$ cat src/rtl/audio_sfx_pkg.sv
// Requester ids, FSM state encoding and note-ROM track map shared by the SFX scheduler.
// Pure constants: no latency and no flow control.
package audio_sfx_pkg;

    localparam int NUM_SFX = 4;

    localparam int REQ_LOBBY    = 0;
    localparam int REQ_HIT      = 1;
    localparam int REQ_MISS     = 2;
    localparam int REQ_GAMEOVER = 3;

    typedef enum logic [1:0] {
        ST_IDLE = 2'd0,
        ST_LOAD = 2'd1,
        ST_WAIT = 2'd2,
        ST_PLAY = 2'd3
    } sfx_state_e;

    // Each track occupies TRACK_LEN consecutive ROM words starting at TRACK_BASE (length >= 1).
    localparam int TRACK_BASE [NUM_SFX] = '{REQ_LOBBY: 0, REQ_HIT: 16, REQ_MISS: 32, REQ_GAMEOVER: 48};
    localparam int TRACK_LEN  [NUM_SFX] = '{REQ_LOBBY: 3, REQ_HIT: 2,  REQ_MISS: 2,  REQ_GAMEOVER: 4};

endpackage

$ cat src/rtl/sfx_tone_gen.sv
// Square-wave tone from a half-period delay; combinational tone from registered phase, delay 0 = rest.
// No backpressure: the phase keeps running while play_i is high regardless of the sample sink.
module sfx_tone_gen #(
    parameter int DELAY_W   = 19,
    parameter int AMPLITUDE = 100000000
) (
    input  logic                clk_i,
    input  logic                reset_i,
    input  logic                load_i,
    input  logic [DELAY_W-1:0]  delay_i,
    input  logic                play_i,
    output logic signed [31:0]  tone_o
);

    localparam logic signed [31:0] AMP = 32'(AMPLITUDE);

    logic [DELAY_W-1:0] delay_q, delay_d;
    logic [DELAY_W-1:0] half_cnt_q, half_cnt_d;
    logic               phase_q, phase_d;
    logic               sounding;

    assign sounding = play_i && (delay_q != '0);

    always_comb begin
        delay_d    = delay_q;
        half_cnt_d = half_cnt_q;
        phase_d    = phase_q;
        tone_o     = '0;
        if (load_i) begin
            delay_d    = delay_i;
            half_cnt_d = '0;
            phase_d    = 1'b1;
        end else if (sounding) begin
            if (half_cnt_q == delay_q - DELAY_W'(1)) begin
                half_cnt_d = '0;
                phase_d    = ~phase_q;
            end else begin
                half_cnt_d = half_cnt_q + DELAY_W'(1);
            end
        end
        if (sounding) begin
            tone_o = phase_q ? AMP : -AMP;
        end
    end

    always_ff @(posedge clk_i) begin
        if (reset_i) begin
            delay_q    <= '0;
            half_cnt_q <= '0;
            phase_q    <= 1'b0;
        end else begin
            delay_q    <= delay_d;
            half_cnt_q <= half_cnt_d;
            phase_q    <= phase_d;
        end
    end

endmodule

$ cat src/rtl/audio_sfx_scheduler.sv
// Fixed-priority scheduler sharing one tone datapath; each note is LOAD, WAIT, then BEAT_TICKS of PLAY.
// sample_out advances only on audio_out_allowed cycles; write_audio_out is that flag one cycle late.
module audio_sfx_scheduler
    import audio_sfx_pkg::*;
#(
    parameter int                 NUM_REQ    = NUM_SFX,
    parameter int                 ADDR_W     = 10,
    parameter int                 DELAY_W    = 19,
    parameter int                 BEAT_TICKS = 2500000,
    parameter int                 AMPLITUDE  = 100000000,
    parameter logic [NUM_REQ-1:0] LOOP_MASK  = NUM_REQ'(1)
) (
    input  logic                        CLOCK_50,
    input  logic                        reset,
    input  logic [NUM_REQ-1:0]          req,
    output logic [ADDR_W-1:0]           rom_addr,
    input  logic [DELAY_W-1:0]          rom_q,
    input  logic                        audio_out_allowed,
    output logic                        write_audio_out,
    output logic signed [31:0]          sample_out,
    output logic                        busy,
    output logic [$clog2(NUM_REQ)-1:0]  active_id,
    output logic                        done
);

    localparam int                ID_W      = $clog2(NUM_REQ);
    localparam int                BEAT_W    = (BEAT_TICKS > 1) ? $clog2(BEAT_TICKS) : 1;
    localparam logic [BEAT_W-1:0] BEAT_LAST = BEAT_W'(BEAT_TICKS - 1);

    sfx_state_e           state_q, state_d;
    logic [ID_W-1:0]      active_id_q, active_id_d;
    logic [ADDR_W-1:0]    note_idx_q, note_idx_d;
    logic [ADDR_W-1:0]    rom_addr_q, rom_addr_d;
    logic [BEAT_W-1:0]    beat_cnt_q, beat_cnt_d;
    logic [NUM_REQ-1:0]   req_q, pending_q, pending_d;
    logic signed [31:0]   sample_q, sample_d;
    logic                 write_q, done_q, done_d;

    logic [NUM_REQ-1:0]   req_rise, eligible;
    logic                 grant_vld, granted, tone_load, last_note;
    logic [ID_W-1:0]      grant_id;
    logic signed [31:0]   tone;

    // Lowest eligible index wins; pending covers one-shots, live req covers looping requesters.
    always_comb begin
        req_rise  = req & ~req_q;
        eligible  = pending_q | (req & LOOP_MASK);
        grant_vld = |eligible;
        grant_id  = '0;
        for (int i = NUM_REQ - 1; i >= 0; i--) begin
            if (eligible[i]) grant_id = ID_W'(i);
        end
    end

    assign last_note = (int'(note_idx_q) + 1) >= TRACK_LEN[active_id_q];

    always_comb begin
        state_d     = state_q;
        active_id_d = active_id_q;
        note_idx_d  = note_idx_q;
        rom_addr_d  = rom_addr_q;
        beat_cnt_d  = beat_cnt_q;
        done_d      = 1'b0;
        granted     = 1'b0;
        tone_load   = 1'b0;
        if (state_q == ST_IDLE || (grant_vld && grant_id < active_id_q)) begin
            if (grant_vld) begin
                granted     = 1'b1;
                active_id_d = grant_id;
                note_idx_d  = '0;
                state_d     = ST_LOAD;
            end
        end else if (LOOP_MASK[active_id_q] && !req[active_id_q]) begin
            state_d = ST_IDLE;
        end else begin
            case (state_q)
                ST_LOAD: begin
                    rom_addr_d = ADDR_W'(TRACK_BASE[active_id_q] + int'(note_idx_q));
                    state_d    = ST_WAIT;
                end
                ST_WAIT: begin
                    tone_load  = 1'b1;
                    beat_cnt_d = '0;
                    state_d    = ST_PLAY;
                end
                ST_PLAY: begin
                    if (beat_cnt_q != BEAT_LAST) begin
                        beat_cnt_d = beat_cnt_q + BEAT_W'(1);
                    end else if (!last_note) begin
                        note_idx_d = note_idx_q + ADDR_W'(1);
                        state_d    = ST_LOAD;
                    end else if (LOOP_MASK[active_id_q]) begin
                        note_idx_d = '0;
                        state_d    = ST_LOAD;
                    end else begin
                        done_d  = 1'b1;
                        state_d = ST_IDLE;
                    end
                end
                default: state_d = ST_IDLE;
            endcase
        end
        // A fresh edge in the grant cycle wins over the clear, so that request replays afterwards.
        pending_d = pending_q;
        if (granted) pending_d[grant_id] = 1'b0;
        pending_d = pending_d | (req_rise & ~LOOP_MASK);
        sample_d  = audio_out_allowed ? tone : sample_q;
    end

    always_ff @(posedge CLOCK_50) begin
        if (reset) begin
            state_q     <= ST_IDLE;
            active_id_q <= '0;
            note_idx_q  <= '0;
            rom_addr_q  <= '0;
            beat_cnt_q  <= '0;
            req_q       <= '0;
            pending_q   <= '0;
            sample_q    <= '0;
            write_q     <= 1'b0;
            done_q      <= 1'b0;
        end else begin
            state_q     <= state_d;
            active_id_q <= active_id_d;
            note_idx_q  <= note_idx_d;
            rom_addr_q  <= rom_addr_d;
            beat_cnt_q  <= beat_cnt_d;
            req_q       <= req;
            pending_q   <= pending_d;
            sample_q    <= sample_d;
            write_q     <= audio_out_allowed;
            done_q      <= done_d;
        end
    end

    sfx_tone_gen #(
        .DELAY_W   (DELAY_W),
        .AMPLITUDE (AMPLITUDE)
    ) u_tone (
        .clk_i   (CLOCK_50),
        .reset_i (reset),
        .load_i  (tone_load),
        .delay_i (rom_q),
        .play_i  (state_q == ST_PLAY),
        .tone_o  (tone)
    );

    assign rom_addr        = rom_addr_q;
    assign write_audio_out = write_q;
    assign sample_out      = sample_q;
    assign busy            = (state_q != ST_IDLE);
    assign active_id       = active_id_q;
    assign done            = done_q;

endmodule

$ cat config.mk
export PLATFORM = sky130hd
export DESIGN_NAME = audio_sfx_scheduler
export DESIGN_NICKNAME = d
export VERILOG_FILES = /design/src/rtl/audio_sfx_pkg.sv /design/src/rtl/sfx_tone_gen.sv /design/src/rtl/audio_sfx_scheduler.sv
export SDC_FILE = /design/constraint.sdc
export NUM_CORES = 1
export LEC_CHECK = 0
export CORE_ASPECT_RATIO = 0.7
export CORE_MARGIN = 2
export CORE_UTILIZATION = 50
export DETAILED_ROUTE_END_ITERATION = 6
export PLACE_DENSITY_LB_ADDON = 0.12
export SYNTH_ARGS = -nofsm -noshare
export SYNTH_HDL_FRONTEND = slang
export SYNTH_SLANG_ARGS = --single-unit
$ cat constraint.sdc
create_clock -name CLOCK_50 -period 2.4 [get_ports CLOCK_50]
set_clock_uncertainty 0.1 [all_clocks]
set_input_delay 0.48 -clock CLOCK_50 [delete_from_list [all_inputs] [get_ports CLOCK_50]]
set_output_delay 0.48 -clock CLOCK_50 [all_outputs]
set_load 0.005 [all_outputs]
==> results of run 1 <==
-- critical path, cell delays in order, from the launching register on --
cell and delay [ns]:
dfxtp_4 0.36, or4_4 0.55, nor2_1 0.12, nand4b_1 0.21, a2111oi_4 0.45, nand4_4 0.15, nand2_4 0.14, buf_6 0.12
buf_6 0.11, nor2_1 0.05
-- power by group through the flow --
stage,registers [W],clock network (W),logic (W)
floorplan,0.00170,0,0.000265
global placement,0.00169,0,0.000506
detailed placement,0.00169,0,0.000518
CTS,0.00166,0.00137,0.000570
global route,0.00166,0.00143,0.000666
finish,0.00166,0.00134,0.000614
-- synthesized netlist by cell type (8+ instances only) --
library cell  instances  share of area (%)
nand2_1              87                6.0
and2_1               12                1.4
xnor2_1              17                2.8
nand4_1              19                2.2
nor3_1               12                1.1
dfxtp_1              97                 36
nand3_1              25                2.3
and3_1               13                1.5
xor2_1               45                7.3
a21oi_1              47                4.4
o21ai_0              16                1.5
or3_1                 8               0.93
nor2_1               59                4.1
buf_4                29                4.0
ha_1                 15                3.5
nor2_4               10                2.1
nand2b_1              8               0.93
inv_1                15                1.0
a211oi_1              8                1.1
clkbuf_1             20                1.4
-- sequential cells by signal, summed over array words and instances, names as in the netlist --
| name | count |
|---|---|
| beat_cnt_q | 22 |
| req_q | 3 |
| sample_out | 3 |
| u_tone.delay_q | 19 |
| active_id | 2 |
| state_q | 2 |
| done | 1 |
| note_idx_q | 10 |
| pending_q | 4 |
| u_tone.phase_q | 1 |
| rom_addr | 10 |
| u_tone.half_cnt_q | 19 |
| write_audio_out | 1 |
-- stage by stage --
stage / worst slack [ns] / TNS (ns)
final: -0.0802 / -1.21
after global routing: -0.151 / -2.98
after CTS: -0.0534 / -0.546
after detailed placement: -0.556 / -30.32
after global placement: -0.422 / -28.38
after floorplan: 0.00602 / 0
-- cell families after synthesis --
family          after synthesis
xor+xnor                     62
buf+inv                      71
other cells                   1
flops                        97
fa+ha+maj                    16
compound gates              101
mux                          10
simple gates                291
-- area by class of cell --
type | count | area [sq um] | share of cell area, %
tap | 132 | 165 | 2.31
timing repair buffer | 148 | 1370 | 19.1
clock inverter | 5 | 42.5 | 0.595
clock buffer | 11 | 233 | 3.26
multi-input combinational | 488 | 3330 | 46.5
sequential | 97 | 1960 | 27.4
inverter | 15 | 56.3 | 0.788
-- layer usage --
metal / track usage (%) / wire length [microns] / vias to the layer above
met4: 6.04 / 138 / 0
met2: 35.5 / 5830 / 153
met5: 0 / 0 / -
li1: - / - / 2426
met1: 35.2 / 6760 / 2319
met3: 4.30 / 788 / 13
-- path summary, 6_finish.rpt --
kind	to	slack, ns
worst max-delay path	u_tone.half_cnt_q[0]	-0.08
worst min-delay path	rom_addr[3]	0.36
worst max register to register	u_tone.half_cnt_q[0]	-0.08
worst min register to register	rom_addr[3]	0.36
-- repair_timing --
item                                    CTS  global route
gates cloned                              2             0
endpoints found under the setup margin   51            39
buffers inserted                          5             7
hold buffers                              0             0
pin swaps                                 8            29
endpoints found under the hold margin     0             0
resized for setup                        28            38
==> summary.md, run 1 <==
| Metric | Value |
|---|---|
| Status | finished with violations |
| Failing checks | negative setup slack |
| # diodes | 0 |
| Setup violators final | 22 |
| Synth Warn # | 0 |
| Hold path start | rom_addr[3] |
| Cells on Worst Hold Path | 2 |
| Avg WL per Cell | 15.1 microns |
| CP Capture Type | flip-flop |
| Hpwl dp | 9860 microns |
| DR vias/cell | 5.48 |
| DRT iter0 DRCs | 239 |
| Seq pwr share | 46.0% |
| Avg Cell Area, Syn | 8.33 sq um |
| Most common cell after layout, fill and taps aside | dfxtp_1 |
| RSZ-0062 raised after global routing | true |
| Crit path time final | 2.48 ns |
| Hold Vio Cnt, Final | 0 |
| Pwr Density | 506 nW/um^2 |
| Async S/R FF share, synth | 0% |
| Root Driver | clkbuf_16 |
| Max Clk Rate | 403 MHz |
| Period utilization | 103% |
| Clock Latency Late Sink | 0.34 ns |
| Layout fillers | 819 |
| Maxcap violations | 0 |
| CTS buffer count | 9 |
| Number of synthesized flops with an enable pin | 0 |
| Post-Synth XOR/XNOR Area | 10.0% |
| CTS H-tree lvls | 3 |
| Post-DP Area | 6490 sq um |
| Fin nets | 801 |
| Hold crit path type | flip-flop to flip-flop |
| Reg2reg path depth | 9 |
| First-pass GRT wire length | 22600 microns |
| Via count | 4911 |
| Vias in the first global route | 4625 |
| CP Data Arrival Time | 2.62 ns |
| Grt ovf | 0 |
| Seq/Total Area, Yosys | 35.9% |
| Mux share of post-synthesis cell area | 1.92% |
| All-Layer GR Usage | 23.8% |
| Cells after Synth | 649 |
| Static leakage | 2.82 nW |
| Initial core utilization | 51.8% |
| Total power draw | 0.00361 W |
| Pins Over Slew Limit | 0 |
| Clock network power share | 37.0% |
| Drt pass-1 iters | 4 |
| Synth cell types | 62 |
| Final worst slack | -0.0802 ns |
| Top Ports | 73 |
| Final hold slack | 0.357 ns |
| DRT Wirelength | 13500 microns |
| # DRC | 0 |
| Post-layout util | 68.5% |
| Die area | 11700 sq um |
| Final cell count without fillers | 896 |
| Die height | 91 microns |
| Synth Area in Simple Gates | 28.9% |
| Die width | 128 microns |
| TritonCTS clock tree | done |
| Placer Congestion | 0.883 |
| Initial antenna violation count | 0 |
| Clock sinks | 97 |
| Port Buffer Count | 64 |
| CTS max path bufs | 2 |
| Net Switching | 0.000952 W |
| Clock-pin slew on the worst setup and hold paths | 0.07 ns |
| Complex-gate fraction of the synthesized area | 11.9% |
| Largest net degree at the start of global routing | 26 |
| Largest fanout on the critical path | 5 |
| # placed instances | 867 |
| Internal power | 0.00266 W |
| Peak supply drop | 383 uV |
| Share of cells above drive strength 1 | 22.3% |
| Most frequent cells in the layout | dfxtp_1, nand2_1, buf_4, clkdlybuf4s50_1, nor2_1 |
| Core ar. | 10400 sq um |
| Antenna Nets Post-Route | 0 |
| Area share of fa/ha/maj cells after synthesis | 3.84% |
| Sw frac | 26.4% |
| Combinational power share | 17.0% |
| R2R Path Start | u_tone.delay_q[1] |
| Critical Path RT | 2.54 ns |
| Largest family of logic cells by synthesized area | simple AND/OR/NAND/NOR gates |
| Crit start category | flip-flop |
| Area grow syn2layout | 32.2% |
| Std cell rows | 31 |
| Critical Path Source | u_tone.delay_q[1] |
| Post-synthesis register bit count | 97 |
| Main flop type after synthesis | dfxtp_1 |
| Mapped Area | 5410 sq um |
| CP Class | flip-flop to flip-flop |
| Post-route cell area | 7150 sq um |
Power figures use the tool's default switching activity.
==> run 2, diff against run 1 <==
--- a/config.mk
+++ b/config.mk
@@ -8,6 +8,7 @@
 export CORE_ASPECT_RATIO = 0.7
 export CORE_MARGIN = 2
 export CORE_UTILIZATION = 50
+export CTS_CLUSTER_SIZE = 10
 export DETAILED_ROUTE_END_ITERATION = 6
 export PLACE_DENSITY_LB_ADDON = 0.12
 export SYNTH_ARGS = -nofsm -noshare
==> results of run 2 <==
Same layout as run 1: the final DEF is identical, and so are final timing and power.
